## config.mk

```make
export PLATFORM = sky130hd
export DESIGN_NAME = counter_ctrl_flat
export DESIGN_NICKNAME = d
export VERILOG_FILES = /design/src/rtl/counter_ctrl_pkg.sv /design/src/rtl/counter_ctrl_if.sv /design/src/rtl/counter_ctrl.sv /design/src/flat_wrapper.sv
export SDC_FILE = /design/constraint.sdc
export NUM_CORES = 1
export LEC_CHECK = 0
export ABC_AREA = 1
export BUFFER_PORTS_ARGS = -buffer_cell sky130_fd_sc_hd__buf_4
export CAP_MARGIN = 40
export CORE_MARGIN = 10
export CORE_UTILIZATION = 50
export CTS_CLUSTER_DIAMETER = 30
export DETAILED_ROUTE_END_ITERATION = 10
export GPL_ROUTABILITY_DRIVEN = 1
export PLACE_DENSITY = 0.83
export SLEW_MARGIN = 20
export SYNTH_ARGS = -nofsm -noshare
export SYNTH_HDL_FRONTEND = slang
export SYNTH_SLANG_ARGS = --single-unit
```

## constraint.sdc

```tcl
create_clock -name clk -period 1.5 [get_ports clk]
set_input_delay 0.3 -clock clk [delete_from_list [all_inputs] [get_ports clk]]
set_output_delay 0.3 -clock clk [all_outputs]
set_load 0.005 [all_outputs]
```

## src/rtl/counter_ctrl_pkg.sv

```systemverilog
// Shared types for the counter command sequencer: command opcodes and FSM states.
package counter_ctrl_pkg;

  typedef enum logic [1:0] {
    OP_NOP  = 2'b00,
    OP_LOAD = 2'b01,
    OP_UP   = 2'b10,
    OP_DOWN = 2'b11
  } cmd_op_e;

  typedef enum logic [1:0] {
    ST_IDLE  = 2'b00,
    ST_LOAD  = 2'b01,
    ST_COUNT = 2'b10
  } ctrl_state_e;

endpackage

```

## src/rtl/counter_ctrl_if.sv

```systemverilog
// Command handshake into counter_ctrl: one command per valid/ready transfer.
interface counter_ctrl_if #(
  parameter int WIDTH = 8
);
  import counter_ctrl_pkg::*;

  logic             cmd_valid;
  logic             cmd_ready;
  cmd_op_e          cmd_op;
  logic [WIDTH-1:0] cmd_arg;
  logic             cmd_sat;

  modport master (
    output cmd_valid, cmd_op, cmd_arg, cmd_sat,
    input  cmd_ready
  );

  modport slave (
    input  cmd_valid, cmd_op, cmd_arg, cmd_sat,
    output cmd_ready
  );

endinterface

```

## src/rtl/counter_ctrl.sv

```systemverilog
// Command sequencer driving an up/down counter's load_n/data_load/up_down/ce,
// with saturating early stop from the counter's max/zero flags and abort.
module counter_ctrl
  import counter_ctrl_pkg::*;
#(
  parameter int WIDTH = 8
) (
  input  logic             clk,
  input  logic             rst_n,
  counter_ctrl_if.slave    cmd,
  input  logic             abort,
  output logic             load_n,
  output logic [WIDTH-1:0] data_load,
  output logic             up_down,
  output logic             ce,
  input  logic             max_count,
  input  logic             zero_flag,
  output logic             busy,
  output logic             done,
  output logic             sat_hit,
  output logic             aborted,
  output logic [WIDTH-1:0] steps_done
);

  ctrl_state_e      state_q;
  cmd_op_e          op_q;
  logic [WIDTH-1:0] arg_q;
  logic             sat_q;
  logic [WIDTH-1:0] remaining_q;
  logic [WIDTH-1:0] steps_q;
  logic             done_q;
  logic             sat_hit_q;
  logic             aborted_q;

  logic in_count;
  logic count_up;
  logic stop;

  assign in_count = (state_q == ST_COUNT);
  assign count_up = (op_q == OP_UP);
  // Flags reflect the counter value in this cycle, so stopping here never overshoots.
  assign stop     = sat_q & (count_up ? max_count : zero_flag);

  // Counter-side outputs decode the registered state so an async reset drops ce at once.
  assign load_n    = (state_q != ST_LOAD);
  assign data_load = (state_q == ST_LOAD) ? arg_q : '0;
  assign up_down   = in_count & count_up;
  assign ce        = in_count & ~stop & ~abort;

  assign cmd.cmd_ready = (state_q == ST_IDLE);
  assign busy          = (state_q != ST_IDLE);
  assign done          = done_q;
  assign sat_hit       = sat_hit_q;
  assign aborted       = aborted_q;
  assign steps_done    = steps_q;

  // NOTE: every register here uses <= so all updates see the pre-edge values,
  // letting remaining_q==1 and the state change be decided from the same snapshot.
  always_ff @(posedge clk or negedge rst_n) begin
    if (!rst_n) begin
      state_q     <= ST_IDLE;
      op_q        <= OP_NOP;
      arg_q       <= '0;
      sat_q       <= 1'b0;
      remaining_q <= '0;
      steps_q     <= '0;
      done_q      <= 1'b0;
      sat_hit_q   <= 1'b0;
      aborted_q   <= 1'b0;
    end else begin
      done_q    <= 1'b0;
      sat_hit_q <= 1'b0;
      aborted_q <= 1'b0;

      case (state_q)
        ST_IDLE: begin
          if (cmd.cmd_valid) begin
            op_q    <= cmd.cmd_op;
            arg_q   <= cmd.cmd_arg;
            sat_q   <= cmd.cmd_sat;
            steps_q <= '0;
            case (cmd.cmd_op)
              OP_NOP:  done_q  <= 1'b1;
              OP_LOAD: state_q <= ST_LOAD;
              default: begin
                if (cmd.cmd_arg == '0) begin
                  done_q <= 1'b1;
                end else begin
                  state_q     <= ST_COUNT;
                  remaining_q <= cmd.cmd_arg;
                end
              end
            endcase
          end
        end

        ST_LOAD: begin
          state_q <= ST_IDLE;
          done_q  <= 1'b1;
        end

        ST_COUNT: begin
          if (abort) begin
            state_q   <= ST_IDLE;
            aborted_q <= 1'b1;
          end else if (stop) begin
            state_q   <= ST_IDLE;
            done_q    <= 1'b1;
            sat_hit_q <= 1'b1;
          end else begin
            remaining_q <= remaining_q - 1'b1;
            steps_q     <= steps_q + 1'b1;
            if (remaining_q == WIDTH'(1)) begin
              state_q <= ST_IDLE;
              done_q  <= 1'b1;
            end
          end
        end

        default: state_q <= ST_IDLE;
      endcase
    end
  end

endmodule

```

## src/flat_wrapper.sv

```systemverilog
// flat-port wrapper written by rule: the top's interface ports become plain ports
module counter_ctrl_flat import counter_ctrl_pkg::*;
#(
  parameter int WIDTH = 8
)
  (clk, rst_n, abort, load_n, data_load, up_down, ce, max_count, zero_flag, busy, done, sat_hit, aborted, steps_done, cmd_cmd_valid, cmd_cmd_op, cmd_cmd_arg, cmd_cmd_sat, cmd_cmd_ready);
  counter_ctrl_if #(.WIDTH(WIDTH)) cmd_i ();
  input  logic clk;
  input  logic rst_n;
  input  logic abort;
  output logic load_n;
  output logic [WIDTH-1:0] data_load;
  output logic up_down;
  output logic ce;
  input  logic max_count;
  input  logic zero_flag;
  output logic busy;
  output logic done;
  output logic sat_hit;
  output logic aborted;
  output logic [WIDTH-1:0] steps_done;
  input wire logic [$bits(cmd_i.cmd_valid)-1:0] cmd_cmd_valid;
  input wire logic [$bits(cmd_i.cmd_op)-1:0] cmd_cmd_op;
  input wire logic [$bits(cmd_i.cmd_arg)-1:0] cmd_cmd_arg;
  input wire logic [$bits(cmd_i.cmd_sat)-1:0] cmd_cmd_sat;
  output wire logic [$bits(cmd_i.cmd_ready)-1:0] cmd_cmd_ready;
  assign cmd_i.cmd_valid = cmd_cmd_valid;
  assign cmd_i.cmd_op = cmd_cmd_op;
  assign cmd_i.cmd_arg = cmd_cmd_arg;
  assign cmd_i.cmd_sat = cmd_cmd_sat;
  assign cmd_cmd_ready = cmd_i.cmd_ready;
  counter_ctrl #(.WIDTH(WIDTH)) u_core (.clk(clk), .rst_n(rst_n), .cmd(cmd_i), .abort(abort), .load_n(load_n), .data_load(data_load), .up_down(up_down), .ce(ce), .max_count(max_count), .zero_flag(zero_flag), .busy(busy), .done(done), .sat_hit(sat_hit), .aborted(aborted), .steps_done(steps_done));
endmodule
```

==> results, run 1 <==
- The via count of the first global-routing pass is approximately 1900.
- The origin of the worst min-delay path is cmd_cmd_sat.
- Row generation in the floorplan step produced 21 rows.
- The number of instances in the synthesized netlist is 250.
- The initial core utilization is 52.93%.
- The number of antenna violations at the first check in global routing is 0.
- The routed layout has a little under 2000 vias.
- The number of nets in the synthesized netlist is between 200 and 300.
- Yosys mapped the design onto 23 distinct sky130hd cell types.
- The measured slew at the worst slew-check pin is between 400 and 500 ps.
- After the first detailed-routing iteration, the DRC count stood at 174.
- The core utilization of the finished layout is 76.74%.
- The checks that failed: negative setup slack.
- The summed instance area of the synthesized netlist is around 1800 um^2.
- Sorting the synthesized cells by area gives the leading types as sky130_fd_sc_hd__dfrtp_1 45%, sky130_fd_sc_hd__nand2_1 18%, sky130_fd_sc_hd__nor2_1 7.3%.
- The worst-path cell with the longest stage delay is sky130_fd_sc_hd__dfrtp_2.
- The clock tree synthesis step divided the H-tree into 2 levels.
- The proportion of synthesized flip-flops having asynchronous set or reset is 100.0%.
- The number of nets with antenna violations after detailed routing is 0.
- The die covers between 6000 and 7000 um^2.
- The finished cells cover ~2600 um^2.
- The clock edge transition at the registers on the reported setup and hold paths is about 100 ps.
- The TritonCTS buffer count is 5.
- In this run, synthesis produced a sequential element count of 32.
- The highest clock frequency the design can meet is roughly 600 MHz.
- The post-placement cell area is approximately 2200 um^2.
- The commonest cells after synthesis are 84 x sky130_fd_sc_hd__nand2_1, 35 x sky130_fd_sc_hd__nor2_1, 32 x sky130_fd_sc_hd__dfrtp_1.
- The clock sink total is 32.
- From bottom edge to top edge, the die measures between 70 and 80 um.
- Setup repair after global routing could not meet its margin everywhere.
- The insertion delay of the later-clocked pin in the worst-skew pair is 360 ps.
- The kind of capture point of the worst setup path is an output port.
- The time the final worst path needs with I/O delays and setup is 1656 ps.
- Summed over all layers, the global routing overflow is 0.
- The die is 79.91 um wide.
- The HPWL after detailed placement is around 3.4 mm.
- 0 antenna diodes ended up in the layout.
- After detailed routing, the number of remaining DRC violations is 0.
- After detailed routing, the average wire length per cell comes to approximately 15 um.
- The instance count along the most critical hold path is 3.
- The mean number of vias per cell is 5.245.
- The number of detailed-routing iterations run before antenna repair is 5.
- The worst register-to-register path ends at u_core.remaining_q[0].
- The number of warnings printed during yosys synthesis is 0.
- The critical path is of the flip-flop to output port type.
- Summing all multi-input logic gate instances after layout gives 1018 um^2.
- The clock tree from TritonCTS is done.
- The path type of the worst min-delay path is input pin to flip-flop.
- Input and output buffers added on the ports amount to 40.
- For this design the top-level I/O count stands at 41.
- Max-cap violations in this run came to 0.
- In the global route stage, overall resource usage came out at 16.42%.
- The number of cells on the worst reg-to-reg path is 8.
- The minimum setup slack among reg-to-reg paths is -60 ps.
- The worst clock skew is 12.38 ps.
- STA puts the critical path data required time at 1200 ps.
- The type of origin of the critical path is a flip-flop.
- A synthesized cell averages 7.177 um^2.
- The number of inserted filler cells in the final layout is around 240.
- For this design the ratio of total power to cell area is 1331 nW/um^2.
- Across the whole layout, storage elements account for 802.0 um^2.
- On the worst path, the slowest cell contributes a delay of between 400 and 500 ps.
- The net count reported at finish is 341.
- The relative slew slack is 72.22%.
- Of the post-synthesis cell area, the dominant cell type holds 44.63%.
- The leading cell type by number of instances after synthesis is sky130_fd_sc_hd__nand2_1.
- In this run the worst path has a maximum fanout of 3.
- The post-route worst setup slack is -155.6 ps.
- The worst-case IR drop observed on VDD is between 0.0009 and 0.001 V.
- The final hold violation count is 0.
- The part of the cycle the worst path needs is 110.4%.
- Entering global routing, the biggest net connects 33 pins.
- The final-report max-slew violation count is 0.
- The area growth from synthesis to layout is 44.98%.
- The largest buffer count on any clock path is 2.
- The path with the worst hold slack has its endpoint at u_core.sat_q.
- The cell chosen for the clock root is sky130_fd_sc_hd__clkbuf_4.
- Counting flops with a built-in enable in the synthesized netlist gives 0.
- The first global-routing pass estimated 8.549 mm of wire.
- Among all flip-flop cells after synthesis, the most frequent one is sky130_fd_sc_hd__dfrtp_1.
- Of the cells placed in the final design, the portion with a size suffix greater than 1 is 33.02%.
- The total wirelength of the detailed-routed design is around 5.5 mm.
- The most area-hungry cell type in the Yosys netlist is sky130_fd_sc_hd__dfrtp_1.
- The startpoint identified for the worst register-to-register timing path is u_core.state_q[0].
- Data on the critical path arrives at its endpoint at ~1400 ps.
- After floorplanning, the core was sized to cover 3390 um^2.
- The total leakage power is 1.334 nW.
- The share of the Yosys chip area taken by registers is 44.63%.
- Traced cell by cell, the critical path runs through nor2_4, nand2_2, inv_2, nand2_2, inv_2, buf_6.
- Routability-driven placement finished with a final weighted congestion of 0.8687.
- The final count of negative-setup-slack endpoints is 21.
- The run finished, with violations left.
==> critical path, delay by kind of cell, from the launching register on <==
family / cells / cell delay, ps
simple gates: 3 / 300
buf+inv: 3 / 260
flops: 1 / 440
==> placed cells by master, fill, tap and decap left out, types with 2 or more instances in the layout <==
cell type / netlist / routed
sky130_fd_sc_hd__buf_4: 0 / 51
sky130_fd_sc_hd__buf_6: 1 / 12
sky130_fd_sc_hd__clkbuf_4: 0 / 5
sky130_fd_sc_hd__dfrtp_1: 32 / 31
sky130_fd_sc_hd__ha_1: 3 / 3
sky130_fd_sc_hd__inv_1: 30 / 25
sky130_fd_sc_hd__inv_2: 2 / 7
sky130_fd_sc_hd__nand2_1: 84 / 77
sky130_fd_sc_hd__nand2_2: 3 / 6
sky130_fd_sc_hd__nand2_8: 0 / 6
sky130_fd_sc_hd__nand3_1: 12 / 11
sky130_fd_sc_hd__nand3b_1: 2 / 2
sky130_fd_sc_hd__nand4_1: 5 / 5
sky130_fd_sc_hd__nor2_1: 35 / 26
sky130_fd_sc_hd__nor2_2: 0 / 3
sky130_fd_sc_hd__nor2_4: 3 / 9
sky130_fd_sc_hd__o21ai_0: 21 / 21
sky130_fd_sc_hd__o21ai_1: 5 / 5
sky130_fd_sc_hd__xnor2_1: 2 / 2
sky130_fd_sc_hd__xor2_1: 2 / 2
==> layer usage <==
| metal | vias up | track usage [%] | wire [um] |
|---|---|---|---|
| li1 | 927 | - | - |
| met1 | 910 | 19.29 | 2207 |
| met2 | 79 | 27.37 | 2759 |
| met3 | 9 | 5.293 | 462 |
| met4 | 0 | 5.634 | 84 |
| met5 | - | 0 | 0 |
==> power breakdown <==
group / leakage [nW] / internal, mW / total (mW) / switching, mW
logic: 0.895 / 0.721 / 1.69 / 0.967
registers: 0.410 / 1.09 / 1.29 / 0.202
clock network: 0.0281 / 0.172 / 0.482 / 0.310
==> area by class of cell <==
| type | instances | share of cell area [%] |
|---|---|---|
| multi-input combinational | 184 | 39.15 |
| tap | 46 | 2.213 |
| timing repair buffer | 65 | 21.07 |
| sequential | 32 | 30.83 |
| clock inverter | 1 | 0.1924 |
| inverter | 33 | 4.954 |
| clock buffer | 6 | 1.587 |
==> worst max path at each step <==
| stage | slack (ps) | endpoint | cells past startpoint | start |
|---|---|---|---|---|
| after detailed placement | 90 | u_core.remaining_q[4] | 9 | cmd_cmd_arg[7] |
| final | -160 | ce | 6 | u_core.state_q[0] |
| after global placement | 140 | u_core.remaining_q[5] | 9 | cmd_cmd_arg[7] |
| after global routing | -200 | ce | 6 | u_core.op_q[0] |
| after CTS | -80 | busy | 5 | u_core.state_q[0] |
| after floorplan | 200 | u_core.remaining_q[7] | 7 | u_core.state_q[0] |
==> sequential cells by signal (all words and copies together), names as in the netlist <==
| register | cells |
|---|---|
| u_core.sat_hit | 1 |
| u_core.state_q | 2 |
| u_core.steps_done | 8 |
| u_core.aborted | 1 |
| u_core.op_q | 2 |
| u_core.arg_q | 8 |
| u_core.done | 1 |
| u_core.remaining_q | 8 |
| u_core.sat_q | 1 |
==> logic make-up after synthesis <==
group / count (synthesis) / synth area share, %
AO/OA/AOI/OAI: 30 / 8.856
AND/OR/NAND/NOR: 145 / 34.38
buffers and inverters: 36 / 8.089
XOR/XNOR: 4 / 1.953
adder cells (fa/ha/maj): 3 / 2.092
flip-flops: 32 / 44.63
==> per-stage QoR <==
stage	cells	setup TNS, ps	hold WS [ps]	setup WS (ps)	power, mW
global placement	341	0	260.9	144.6	2.516
finish	367	-1362	133.0	-155.6	3.461
global route	367	-3053	178.7	-200.9	3.730
detailed placement	341	0	265.0	90.63	2.564
CTS	358	-666.9	149.3	-79.72	3.209
floorplan	250	0	4.409	204.3	2.086
==> timing repair <==
action,in CTS,in global routing
setup buffers,9,7
hold buffers,1,0
endpoints found under the hold margin,32,0
cloned,0,2
endpoints found under the setup margin,12,34
resized for setup,26,27
pin swaps,7,10
Power figures use the tool's default switching activity.
==> run 2: changes to the inputs <==
==> constraint.sdc (replaced) <==
create_clock -name clk -period 2 [get_ports clk]
set_input_delay 0.4 -clock clk [delete_from_list [all_inputs] [get_ports clk]]
set_output_delay 0.4 -clock clk [all_outputs]
set_load 0.005 [all_outputs]
==> results, run 2 (synthesis gave the netlist of run 1 again) <==
- The flow ran to the end, and the final reports show no timing, DRC or antenna violations.
- The critical path in this run is classified as flip-flop to output port.
- The overall die area is 6385 um^2.
- The placed instances occupy a cell area of 2146 um^2.
- The number of top-level design ports is 41.
- The final instance count without filler cells is 347.
- The maximum number of pins on one net before global-route repair is 33.
- The placed wire-length estimate after detailed placement is between 3 and 4 mm.
- The startpoint identified for the worst register-to-register timing path is u_core.state_q[0].
- The completed layout was analyzed and its total power is 2.272 mW.
- Buffers placed on the I/O ports in this run total 40.
- The initialized floorplan defines 21 standard-cell rows.
- Timing analysis after detailed placement gives a worst setup slack of 454.0 ps.
- The post-route cell area is 2240 um^2.
- For this run the aggregate overflow at the end of global routing stands at 0.
- The core region is 3390 um^2.
- The worst-path cell with the longest stage delay is sky130_fd_sc_hd__dfrtp_1.
- The data arrival time of the critical path is 1410 ps.
- Of all nets on the critical path, the largest fanout is 4.
- The launching element of the worst setup path is u_core.state_q[1].
- The via count of the first global-routing pass came to roughly 1700.
- The initial utilization of the core area, before any placement, comes to 52.93%.
- Across the run, the number of max-cap violations was 0.
- The number of antenna violations at the first check in global routing came to 0.
- STA classifies the critical path endpoint as an output port.
- The clock arrives with 5.525 ps of skew.
- The global-route wire length before repair is 7.866 mm.
- The final count of negative-setup-slack endpoints is 0.
- Derived from the worst setup path, the maximum achievable clock frequency is 551.8 MHz.
- The total wirelength of the detailed-routed design is 4.449 mm.
- Setup repair after global routing left no endpoint under its margin.
- The instance count after placement with tap cells included is 335.
- The worst path needs 1812 ps of the cycle, external delays included.
- Post-CTS repair changed the size of 0 cells.
- Counting the buffers created by CTS gives 5.
- The largest buffer count on any clock path is 2.
- The worst path uses 90.62% of the clock period.
- The net count reported at finish is 320.
- In this run the number of H-tree levels came out at 2.
- From synthesis to final layout, the design area changed by 24.83%.
- After clock tree synthesis, the clock-pin slew on the worst setup and hold paths is ~100 ps.
- The fraction of layout instances using a drive strength above 1 is approximately a fifth.
- The worst stage delay on the critical path is 410 ps.
- After detailed routing, the average wire length per cell comes to 12.82 um.
- The number of antenna repair diodes is 0.
- The final route contains 1724 vias.
- The tree is rooted in a sky130_fd_sc_hd__clkbuf_4.
- Among the stages of the critical path, the cell type that occurs most often is sky130_fd_sc_hd__inv_1.
- The final-report max-slew violation count is 0.
- The worst setup path is launched from a flip-flop.
- Walking the worst path, the cells encountered are inv_2, nor2_4, nand2_2, inv_1, nand2_1, inv_1, buf_4.
- At the end of routability-driven placement, the weighted congestion stood at 0.9009.
- The number of remaining DRC errors is 0.
- Summed over all cells, the static leakage comes to about 1.2 nW.
- From bottom edge to top edge, the die measures 79.91 um.
- The floorplan step set the die width to around 80 um.
- The clock sink total is 32.
- The relative slew slack is between 70% and 80%.
- Leaving out fill and tap cells, the most frequent cells in the layout are 84 x sky130_fd_sc_hd__nand2_1, 45 x sky130_fd_sc_hd__buf_4, 35 x sky130_fd_sc_hd__nor2_1, 32 x sky130_fd_sc_hd__dfrtp_1, 30 x sky130_fd_sc_hd__inv_1.
- The power density over the cells is between 1000 and 1500 nW/um^2.
- The path type of the worst min-delay path is input pin to flip-flop.
- The measured slew at the worst slew-check pin is 436.6 ps.
- The total negative slack for setup checks is 0 ps.
- Across the VDD grid, the largest voltage drop is 0.0005939 V.
- The insertion delay of the later-clocked pin in the worst-skew pair is 340 ps.
- The number of detailed-routing iterations run before antenna repair is 4.
- The first routing iteration left 115 violations.
- The worst path meets setup with about 190 ps of slack.
- The mean number of vias per cell is just under 5.
- For this run, the total global-route usage over all layers was measured as 15.19%.
- The clock tree from TritonCTS is done.
- The final hold violation count is 0.
- The detail route stage leaves a number of antenna-violating nets equal to 0.
- Data on the critical path is required at its endpoint by ~1600 ps.
- Leaving out fill and tap cells, the most frequent cell in the layout is sky130_fd_sc_hd__nand2_1.
- The origin of the worst min-delay path is cmd_cmd_sat.
[run 2: cell types whose count changed in the layout (fill, tap and decap cells not counted), moves of 5 or more]
cell and change:
sky130_fd_sc_hd__nor2_4 -6, sky130_fd_sc_hd__buf_4 -6, sky130_fd_sc_hd__inv_2 -5, sky130_fd_sc_hd__nand2_8 -6, sky130_fd_sc_hd__nand2_1 +7, sky130_fd_sc_hd__buf_6 -12, sky130_fd_sc_hd__nor2_1 +9, sky130_fd_sc_hd__inv_1 +5
[run 2: area by class of cell]
| type | instances | area, um^2 |
|---|---|---|
| Tap cell | 46 | 57.56 |
| Inverter | 33 | 123.9 |
| Clock inverter | 2 | 10.01 |
| Fill cell | 309 | 1150 |
| Clock buffer | 6 | 51.30 |
| Multi-Input combinational cell | 182 | 848.3 |
| Sequential cell | 32 | 800.8 |
| Timing Repair Buffer | 46 | 347.8 |
[run 2: layer usage]
metal	vias to the layer above	GRT usage, %	wire length, um
met4	0	7.570	104
met3	9	4.730	306
met5	-	0	0
met2	50	24.08	2044
li1	883	-	-
met1	782	18.09	1994
[run 2: worst max-delay path, delay by kind of cell, from the launching register on]
| kind | cells | cell delay (ps) |
|---|---|---|
| buf+inv | 4 | 370 |
| flops | 1 | 410 |
| simple gates | 3 | 290 |
[run 2: final timing paths]
kind	depth (start not counted)	end	slack, ps
min reg2reg	2	u_core.arg_q[0]	510
min	3	u_core.sat_q	260
min in group asynchronous	2	u_core.remaining_q[5]	520
max	7	ce	190
max in group asynchronous	2	u_core.arg_q[2]	1180
max reg2reg	7	u_core.remaining_q[2]	480
[run 2: where the power goes]
part           switching, mW  internal (mW)  leakage (nW)  total (mW)
combinational          0.551          0.363         0.771       0.914
clock                  0.233          0.167        0.0380       0.400
sequential             0.141          0.817         0.412       0.958
[run 2: repair_timing]
item,4_1_cts,5_1_grt
setup buffers,0,3
endpoints found under the hold margin,32,0
hold buffers,1,0
endpoints found under the setup margin,0,1
[run 2: metrics by stage]
step / utilization (%) / hold slack [ps]
after floorplan: - / 104.4
after global placement: 63.31 / 364.8
after detailed placement: 63.31 / 366.3
after CTS: 65.41 / 257.3
after global routing: 66.08 / 281.2
final: 66.08 / 260.5
